[src/rtl/hwag_pkg.sv]
// Shared types and defaults for the HWAG synchronisation supervisor.
package hwag_pkg;

  typedef enum logic [1:0] {
    ST_IDLE   = 2'd0,
    ST_SEARCH = 2'd1,
    ST_VERIFY = 2'd2,
    ST_SYNC   = 2'd3
  } hwag_sync_state_t;

  localparam int HWAG_TCNT_WIDTH = 6;
  localparam int HWAG_TOOTH_TOP  = 57;
  localparam int HWAG_CONFIRM_W  = 3;

endpackage

[src/rtl/hwag_sync_ctrl_if.sv]
// Datapath <-> sync supervisor signal bundle; master is the datapath/register side.
interface hwag_sync_ctrl_if #(
  parameter int TCNT_WIDTH   = hwag_pkg::HWAG_TCNT_WIDTH,
  parameter int ERRCNT_WIDTH = 8
);
  import hwag_pkg::*;

  logic                    en;
  logic                    tooth_edge;
  logic                    gap_found;
  logic                    pcnt_ovf;
  logic                    err_clr;
  hwag_sync_state_t        state;
  logic                    sync;
  logic [TCNT_WIDTH-1:0]   tooth;
  logic                    rev;
  logic                    sync_err;
  logic                    stall;
  logic [ERRCNT_WIDTH-1:0] err_cnt;

  modport master (
    output en, tooth_edge, gap_found, pcnt_ovf, err_clr,
    input  state, sync, tooth, rev, sync_err, stall, err_cnt
  );

  modport slave (
    input  en, tooth_edge, gap_found, pcnt_ovf, err_clr,
    output state, sync, tooth, rev, sync_err, stall, err_cnt
  );

endinterface

[src/rtl/hwag_sat_cnt.sv]
// Saturating up-counter with synchronous clear; clear beats increment.
module hwag_sat_cnt #(
  parameter int WIDTH = 8
) (
  input  logic             clk,
  input  logic             rst,
  input  logic             inc,
  input  logic             clr,
  output logic [WIDTH-1:0] cnt
);

  logic [WIDTH-1:0] cnt_q, cnt_d;

  always_comb begin
    cnt_d = cnt_q;
    if (clr)
      cnt_d = '0;
    else if (inc && (cnt_q != {WIDTH{1'b1}}))
      cnt_d = cnt_q + WIDTH'(1);
  end

  always_ff @(posedge clk or posedge rst) begin
    if (rst) cnt_q <= '0;
    else     cnt_q <= cnt_d;
  end

  assign cnt = cnt_q;

endmodule

[src/rtl/hwag_sync_ctrl.sv]
// Wheel sync supervisor: acquires, confirms and tracks 60-2 crank position.
//   state  | meaning
//   IDLE   | disabled, tooth/confirm held at 0
//   SEARCH | waiting for any gap
//   VERIFY | counting correctly placed gaps up to CONFIRM_GAPS
//   SYNC   | position trusted, rev per gap
module hwag_sync_ctrl
  import hwag_pkg::*;
#(
  parameter int TCNT_WIDTH   = HWAG_TCNT_WIDTH,
  parameter int TOOTH_TOP    = HWAG_TOOTH_TOP,
  parameter int CONFIRM_GAPS = 2,
  parameter int ERRCNT_WIDTH = 8
) (
  input  logic             clk,
  input  logic             rst,
  hwag_sync_ctrl_if.slave  bus
);

  hwag_sync_state_t          state_q, state_d;
  logic [TCNT_WIDTH-1:0]     tooth_q, tooth_d;
  logic [HWAG_CONFIRM_W-1:0] confirm_q, confirm_d, confirm_inc;
  logic                      edge_dly_q;
  logic                      rev_q, rev_d;
  logic                      sync_err_q, sync_err_d;
  logic                      stall_q, stall_d;
  logic                      sync_q, sync_d;
  logic [ERRCNT_WIDTH-1:0]   err_cnt;

  logic active, exp_gap, good, ovf, evt, err_inc;

  assign active      = bus.en && (state_q != ST_IDLE);
  assign exp_gap     = (tooth_q == TCNT_WIDTH'(TOOTH_TOP));
  assign good        = (bus.gap_found == exp_gap);
  assign ovf         = active && bus.pcnt_ovf;
  // a stall discards any tooth edge being evaluated in the same cycle
  assign evt         = active && !bus.pcnt_ovf && edge_dly_q;
  assign err_inc     = evt && (state_q inside {ST_VERIFY, ST_SYNC}) && !good;
  assign confirm_inc = confirm_q + HWAG_CONFIRM_W'(1);

  always_ff @(posedge clk or posedge rst) begin
    if (rst) begin
      state_q    <= ST_IDLE;
      tooth_q    <= '0;
      confirm_q  <= '0;
      edge_dly_q <= 1'b0;
      rev_q      <= 1'b0;
      sync_err_q <= 1'b0;
      stall_q    <= 1'b0;
      sync_q     <= 1'b0;
    end else begin
      state_q    <= state_d;
      tooth_q    <= tooth_d;
      confirm_q  <= confirm_d;
      edge_dly_q <= bus.tooth_edge;
      rev_q      <= rev_d;
      sync_err_q <= sync_err_d;
      stall_q    <= stall_d;
      sync_q     <= sync_d;
    end
  end

  always_comb begin
    state_d   = state_q;
    tooth_d   = tooth_q;
    confirm_d = confirm_q;
    if (!bus.en || (state_q == ST_IDLE)) begin
      state_d   = bus.en ? ST_SEARCH : ST_IDLE;
      tooth_d   = '0;
      confirm_d = '0;
    end else if (ovf) begin
      state_d   = ST_SEARCH;
      tooth_d   = '0;
      confirm_d = '0;
    end else if (evt) begin
      case (state_q)
        ST_SEARCH: begin
          if (bus.gap_found) begin
            tooth_d   = '0;
            confirm_d = HWAG_CONFIRM_W'(1);
            state_d   = (CONFIRM_GAPS == 1) ? ST_SYNC : ST_VERIFY;
          end
        end
        ST_VERIFY, ST_SYNC: begin
          if (!good) begin
            state_d   = ST_SEARCH;
            tooth_d   = '0;
            confirm_d = '0;
          end else if (exp_gap) begin
            tooth_d = '0;
            if (state_q == ST_VERIFY) begin
              confirm_d = confirm_inc;
              if (confirm_inc == HWAG_CONFIRM_W'(CONFIRM_GAPS))
                state_d = ST_SYNC;
            end
          end else begin
            tooth_d = tooth_q + TCNT_WIDTH'(1);
          end
        end
        default: ;
      endcase
    end
  end

  always_comb begin
    rev_d      = evt && (state_q == ST_SYNC) && good && exp_gap;
    sync_err_d = err_inc;
    stall_d    = ovf;
    sync_d     = (state_d == ST_SYNC);
  end

  hwag_sat_cnt #(.WIDTH(ERRCNT_WIDTH)) u_err_cnt (
    .clk (clk),
    .rst (rst),
    .inc (err_inc),
    .clr (bus.err_clr),
    .cnt (err_cnt)
  );

  assign bus.state    = state_q;
  assign bus.sync     = sync_q;
  assign bus.tooth    = tooth_q;
  assign bus.rev      = rev_q;
  assign bus.sync_err = sync_err_q;
  assign bus.stall    = stall_q;
  assign bus.err_cnt  = err_cnt;

endmodule

[src/flat_wrapper.sv]
// flat-port wrapper written by rule: the top's interface ports become plain ports
module hwag_sync_ctrl_flat import hwag_pkg::*;
#(
  parameter int TCNT_WIDTH   = HWAG_TCNT_WIDTH,
  parameter int TOOTH_TOP    = HWAG_TOOTH_TOP,
  parameter int CONFIRM_GAPS = 2,
  parameter int ERRCNT_WIDTH = 8
)
  (clk, rst, bus_en, bus_tooth_edge, bus_gap_found, bus_pcnt_ovf, bus_err_clr, bus_state, bus_sync, bus_tooth, bus_rev, bus_sync_err, bus_stall, bus_err_cnt);
  hwag_sync_ctrl_if #(.TCNT_WIDTH(TCNT_WIDTH), .ERRCNT_WIDTH(ERRCNT_WIDTH)) bus_i ();
  input  logic clk;
  input  logic rst;
  input wire logic [$bits(bus_i.en)-1:0] bus_en;
  input wire logic [$bits(bus_i.tooth_edge)-1:0] bus_tooth_edge;
  input wire logic [$bits(bus_i.gap_found)-1:0] bus_gap_found;
  input wire logic [$bits(bus_i.pcnt_ovf)-1:0] bus_pcnt_ovf;
  input wire logic [$bits(bus_i.err_clr)-1:0] bus_err_clr;
  output wire logic [$bits(bus_i.state)-1:0] bus_state;
  output wire logic [$bits(bus_i.sync)-1:0] bus_sync;
  output wire logic [$bits(bus_i.tooth)-1:0] bus_tooth;
  output wire logic [$bits(bus_i.rev)-1:0] bus_rev;
  output wire logic [$bits(bus_i.sync_err)-1:0] bus_sync_err;
  output wire logic [$bits(bus_i.stall)-1:0] bus_stall;
  output wire logic [$bits(bus_i.err_cnt)-1:0] bus_err_cnt;
  assign bus_i.en = bus_en;
  assign bus_i.tooth_edge = bus_tooth_edge;
  assign bus_i.gap_found = bus_gap_found;
  assign bus_i.pcnt_ovf = bus_pcnt_ovf;
  assign bus_i.err_clr = bus_err_clr;
  assign bus_state = bus_i.state;
  assign bus_sync = bus_i.sync;
  assign bus_tooth = bus_i.tooth;
  assign bus_rev = bus_i.rev;
  assign bus_sync_err = bus_i.sync_err;
  assign bus_stall = bus_i.stall;
  assign bus_err_cnt = bus_i.err_cnt;
  hwag_sync_ctrl #(.TCNT_WIDTH(TCNT_WIDTH), .TOOTH_TOP(TOOTH_TOP), .CONFIRM_GAPS(CONFIRM_GAPS), .ERRCNT_WIDTH(ERRCNT_WIDTH)) u_core (.clk(clk), .rst(rst), .bus(bus_i));
endmodule
[config.mk]
export PLATFORM = sky130hd
export DESIGN_NAME = hwag_sync_ctrl_flat
export DESIGN_NICKNAME = d
export VERILOG_FILES = /design/src/rtl/hwag_pkg.sv /design/src/rtl/hwag_sync_ctrl_if.sv /design/src/rtl/hwag_sat_cnt.sv /design/src/rtl/hwag_sync_ctrl.sv /design/src/flat_wrapper.sv
export SDC_FILE = /design/constraint.sdc
export NUM_CORES = 1
export LEC_CHECK = 0
export BUFFER_PORTS_ARGS = -buffer_cell sky130_fd_sc_hd__buf_2
export CORE_UTILIZATION = 25
export DETAILED_ROUTE_END_ITERATION = 8
export HOLD_SLACK_MARGIN = 0.03
export PLACE_DENSITY = 0.46
export SLEW_MARGIN = 20
export SYNTH_ARGS = -nofsm -noshare
export SYNTH_HDL_FRONTEND = slang
export SYNTH_SLANG_ARGS = --single-unit
[constraint.sdc]
create_clock -name clk -period 3.7 [get_ports clk]
set_input_delay 0.74 -clock clk [delete_from_list [all_inputs] [get_ports clk]]
set_output_delay 0.74 -clock clk [all_outputs]
set_load 0.01 [all_outputs]
==> results.json <==
{
  "status": "complete, no violations",
  "grt_util_met3": 0.0286,
  "io_buffers": 26,
  "grt_setup_unrepaired": "no",
  "cts_hold_buf": 0,
  "cts_tree": "built",
  "synth-edff-count": 0,
  "post-route-period-util": 0.606,
  "row_count": 26,
  "cts.htree.levels": 1,
  "start_util": 0.267,
  "die_h_um": 76.8,
  "fin_tns_setup_ns": 0,
  "die_width_um": 76.8,
  "min_path_cells": 2,
  "dieArea_sq_mm": 0.00590,
  "route.detailed.vias_per_inst": 4.70,
  "final_nets": 178,
  "clkSinkCount": 24,
  "yosysWarnings": 0,
  "synth_top_area_cell": "dfrtp_1",
  "synthArstFlopShare": 1.00,
  "setup_viol": 0,
  "drive_above_1_share": 0.212,
  "synthesis.nets": 154,
  "critPathLaunchType": "input port",
  "antenna_found_initial": 0,
  "worstSetupPathType": "in -> reg",
  "drt_pass1_iterations": 4,
  "cp-end-kind": "flop",
  "timing.rr.start": "u_core.bus.state[1]$_DFF_PP0_",
  "track_usage": 0.107,
  "grt-busiest-layer": "met2",
  "grt.overflow.total": 0,
  "syn_inst": 142,
  "period_minus_slack_ns": 2.24,
  "r2r_slack_ns": 1.74,
  "dp_cells": 231,
  "arrival_ns": 2.43,
  "hold_path_class": "reg -> reg",
  "leakagePower_nw": 0.739,
  "numCtsBuffers": 3,
  "cts_root_buf": "clkbuf_8",
  "vias": 1104,
  "antennaDiodeCount": 0,
  "grt_first_pass_wirelength_um": 5100,
  "worstMarginPinSlew_ns": 0.920,
  "hold_end": "u_core.confirm_q[1]$_DFFE_PP0P_",
  "yosysMostFrequentCell": "dfrtp_1",
  "fmax_ghz": 0.446,
  "core_region_area_sq_mm": 0.00524,
  "fin_cells": 235,
  "drc": 0,
  "io_pins": 27,
  "avgSynthCellArea_sq_um": 9.85,
  "ant_nets": 0,
  "p_per_area_mw_per_mm2": 326,
  "wire_per_inst_um": 12.1,
  "gp_congestion": 0.723,
  "grt_max_degree": 25,
  "fin_util": 0.312,
  "drt_iter0_markers": 45,
  "grt_pass1_vias": 1147,
  "irDropWorstVdd_uv": 212,
  "place_area_sq_mm": 0.00156,
  "ys_top_cells_by_count": "dfrtp_1, nand2_1, a21oi_1, nor2_1",
  "worstSkewPairLatency_ns": 0.27,
  "hold_start": "u_core.confirm_q[1]$_DFFE_PP0P_",
  "ys_seq_area_frac": 0.429,
  "path_max_fanout": 14,
  "cts_setup_buffers": 0,
  "hpwl_um": 2130,
  "ys.flop_type": "dfrtp_1",
  "syn_area_sq_mm": 0.00140,
  "synth.ff_latch_count": 24,
  "required_ns": 3.89,
  "ys_types": 43,
  "reg2reg_to": "u_core.u_err_cnt.cnt[7]$_DFFE_PP0P_",
  "slew_headroom": 0.386,
  "gr-usage-met2": 0.189,
  "wl_um": 2840,
  "final_cell_area_sq_mm": 0.00163,
  "clk_pin_slew_ns": 0.09,
  "met1_usage": 0.125,
  "cts_resized": 0,
  "final-hold-violation-count": 0,
  "synth_top_area_frac": 0.429,
  "cts_buffer_depth": 2,
  "maxCapViolations": 0,
  "slew_violations": 0,
  "synth_area_leaders": "dfrtp_1, ha_1, a21oi_1",
  "reg2reg_depth": 4,
  "syn2layout_area_growth_pct": 16.7,
  "skew_ns": 0.0120
}
[where the power goes]
part | total (W) | internal [W] | leakage (nW) | switching (W)
clock | 0.000230 | 0.000145 | 0.0357 | 0.0000857
combinational | 0.0000330 | 0.0000111 | 0.373 | 0.0000219
sequential | 0.000269 | 0.000265 | 0.330 | 0.00000407
total | 0.000532 | 0.000420 | 0.739 | 0.000112
[cell families (layout without fill, tap and decap cells)]
group	count (synthesis)	in the layout	share of synthesized area
XOR/XNOR	4	4	0.0385
buffers and inverters	13	36	0.0555
AND/OR/NAND/NOR	59	59	0.245
adder cells (fa/ha/maj)	5	5	0.0447
AO/OA/AOI/OAI	33	33	0.156
multiplexers	4	4	0.0313
flip-flops	24	24	0.429
[critical path, stage by stage]
cell,delay [ns]
buf_2,0.12
and2b_1,0.27
and2_1,0.23
nand2_1,0.34
or4_1,0.58
a21oi_1,0.16
[worst max-delay path by stage]
stage	startpoint	to	cells past startpoint
detailed placement	bus_pcnt_ovf	u_core.u_err_cnt.cnt[0]$_DFFE_PP0P_	6
CTS	bus_pcnt_ovf	u_core.u_err_cnt.cnt[0]$_DFFE_PP0P_	6
global route	bus_pcnt_ovf	u_core.u_err_cnt.cnt[7]$_DFFE_PP0P_	6
finish	bus_pcnt_ovf	u_core.u_err_cnt.cnt[7]$_DFFE_PP0P_	6
global placement	bus_pcnt_ovf	u_core.u_err_cnt.cnt[0]$_DFFE_PP0P_	6
floorplan	bus_pcnt_ovf	u_core.u_err_cnt.cnt[0]$_DFFE_PP0P_	6
[metrics by stage]
| stage | worst slack (ns) | hold WS [ns] | power [W] |
|---|---|---|---|
| after floorplan | 1.56 | 0.470 | 0.000298 |
| after global placement | 1.24 | 0.489 | 0.000308 |
| after detailed placement | 1.15 | 0.515 | 0.000308 |
| after CTS | 1.45 | 0.537 | 0.000545 |
| after global routing | 1.30 | 0.549 | 0.000556 |
| final | 1.46 | 0.528 | 0.000532 |
[routing by layer]
metal | wire length, um | share of wire
met1 | 1370 | 0.48
met2 | 1340 | 0.47
met3 | 120 | 0.042
met4 | 10 | 0.0035
met5 | 0 | 0
[registers in the layout, summed over array words and instances (netlist names)]
signal / count
u_core.bus.sync_err: 1
u_core.bus.sync: 1
u_core.bus.tooth: 6
u_core.u_err_cnt.cnt: 8
u_core.edge_dly_q: 1
u_core.bus.stall: 1
u_core.bus.state: 2
u_core.bus.rev: 1
u_core.confirm_q: 3
[final cells by class]
type                    instances  area, sq um
clock inverters                 1         30.0
multi-input cells             105          721
flip-flops and latches         24          601
well taps                      70         87.6
clock buffers                   3         41.3
repair buffers                 26          130
inverters                       6         22.5
fillers                       559         3600
[cells in the final DEF (no fill, tap or decap), drive strengths merged, types with 4 or more instances in the layout]
master	n
dfrtp	24
nor2b	4
ha	5
nor3	4
buf	26
nand2	11
o31ai	6
inv	6
nand3	5
a21oi	10
or4	4
nand2b	5
o21ai	6
nand4	6
nor2	10
(Power assumes the default switching activity.)
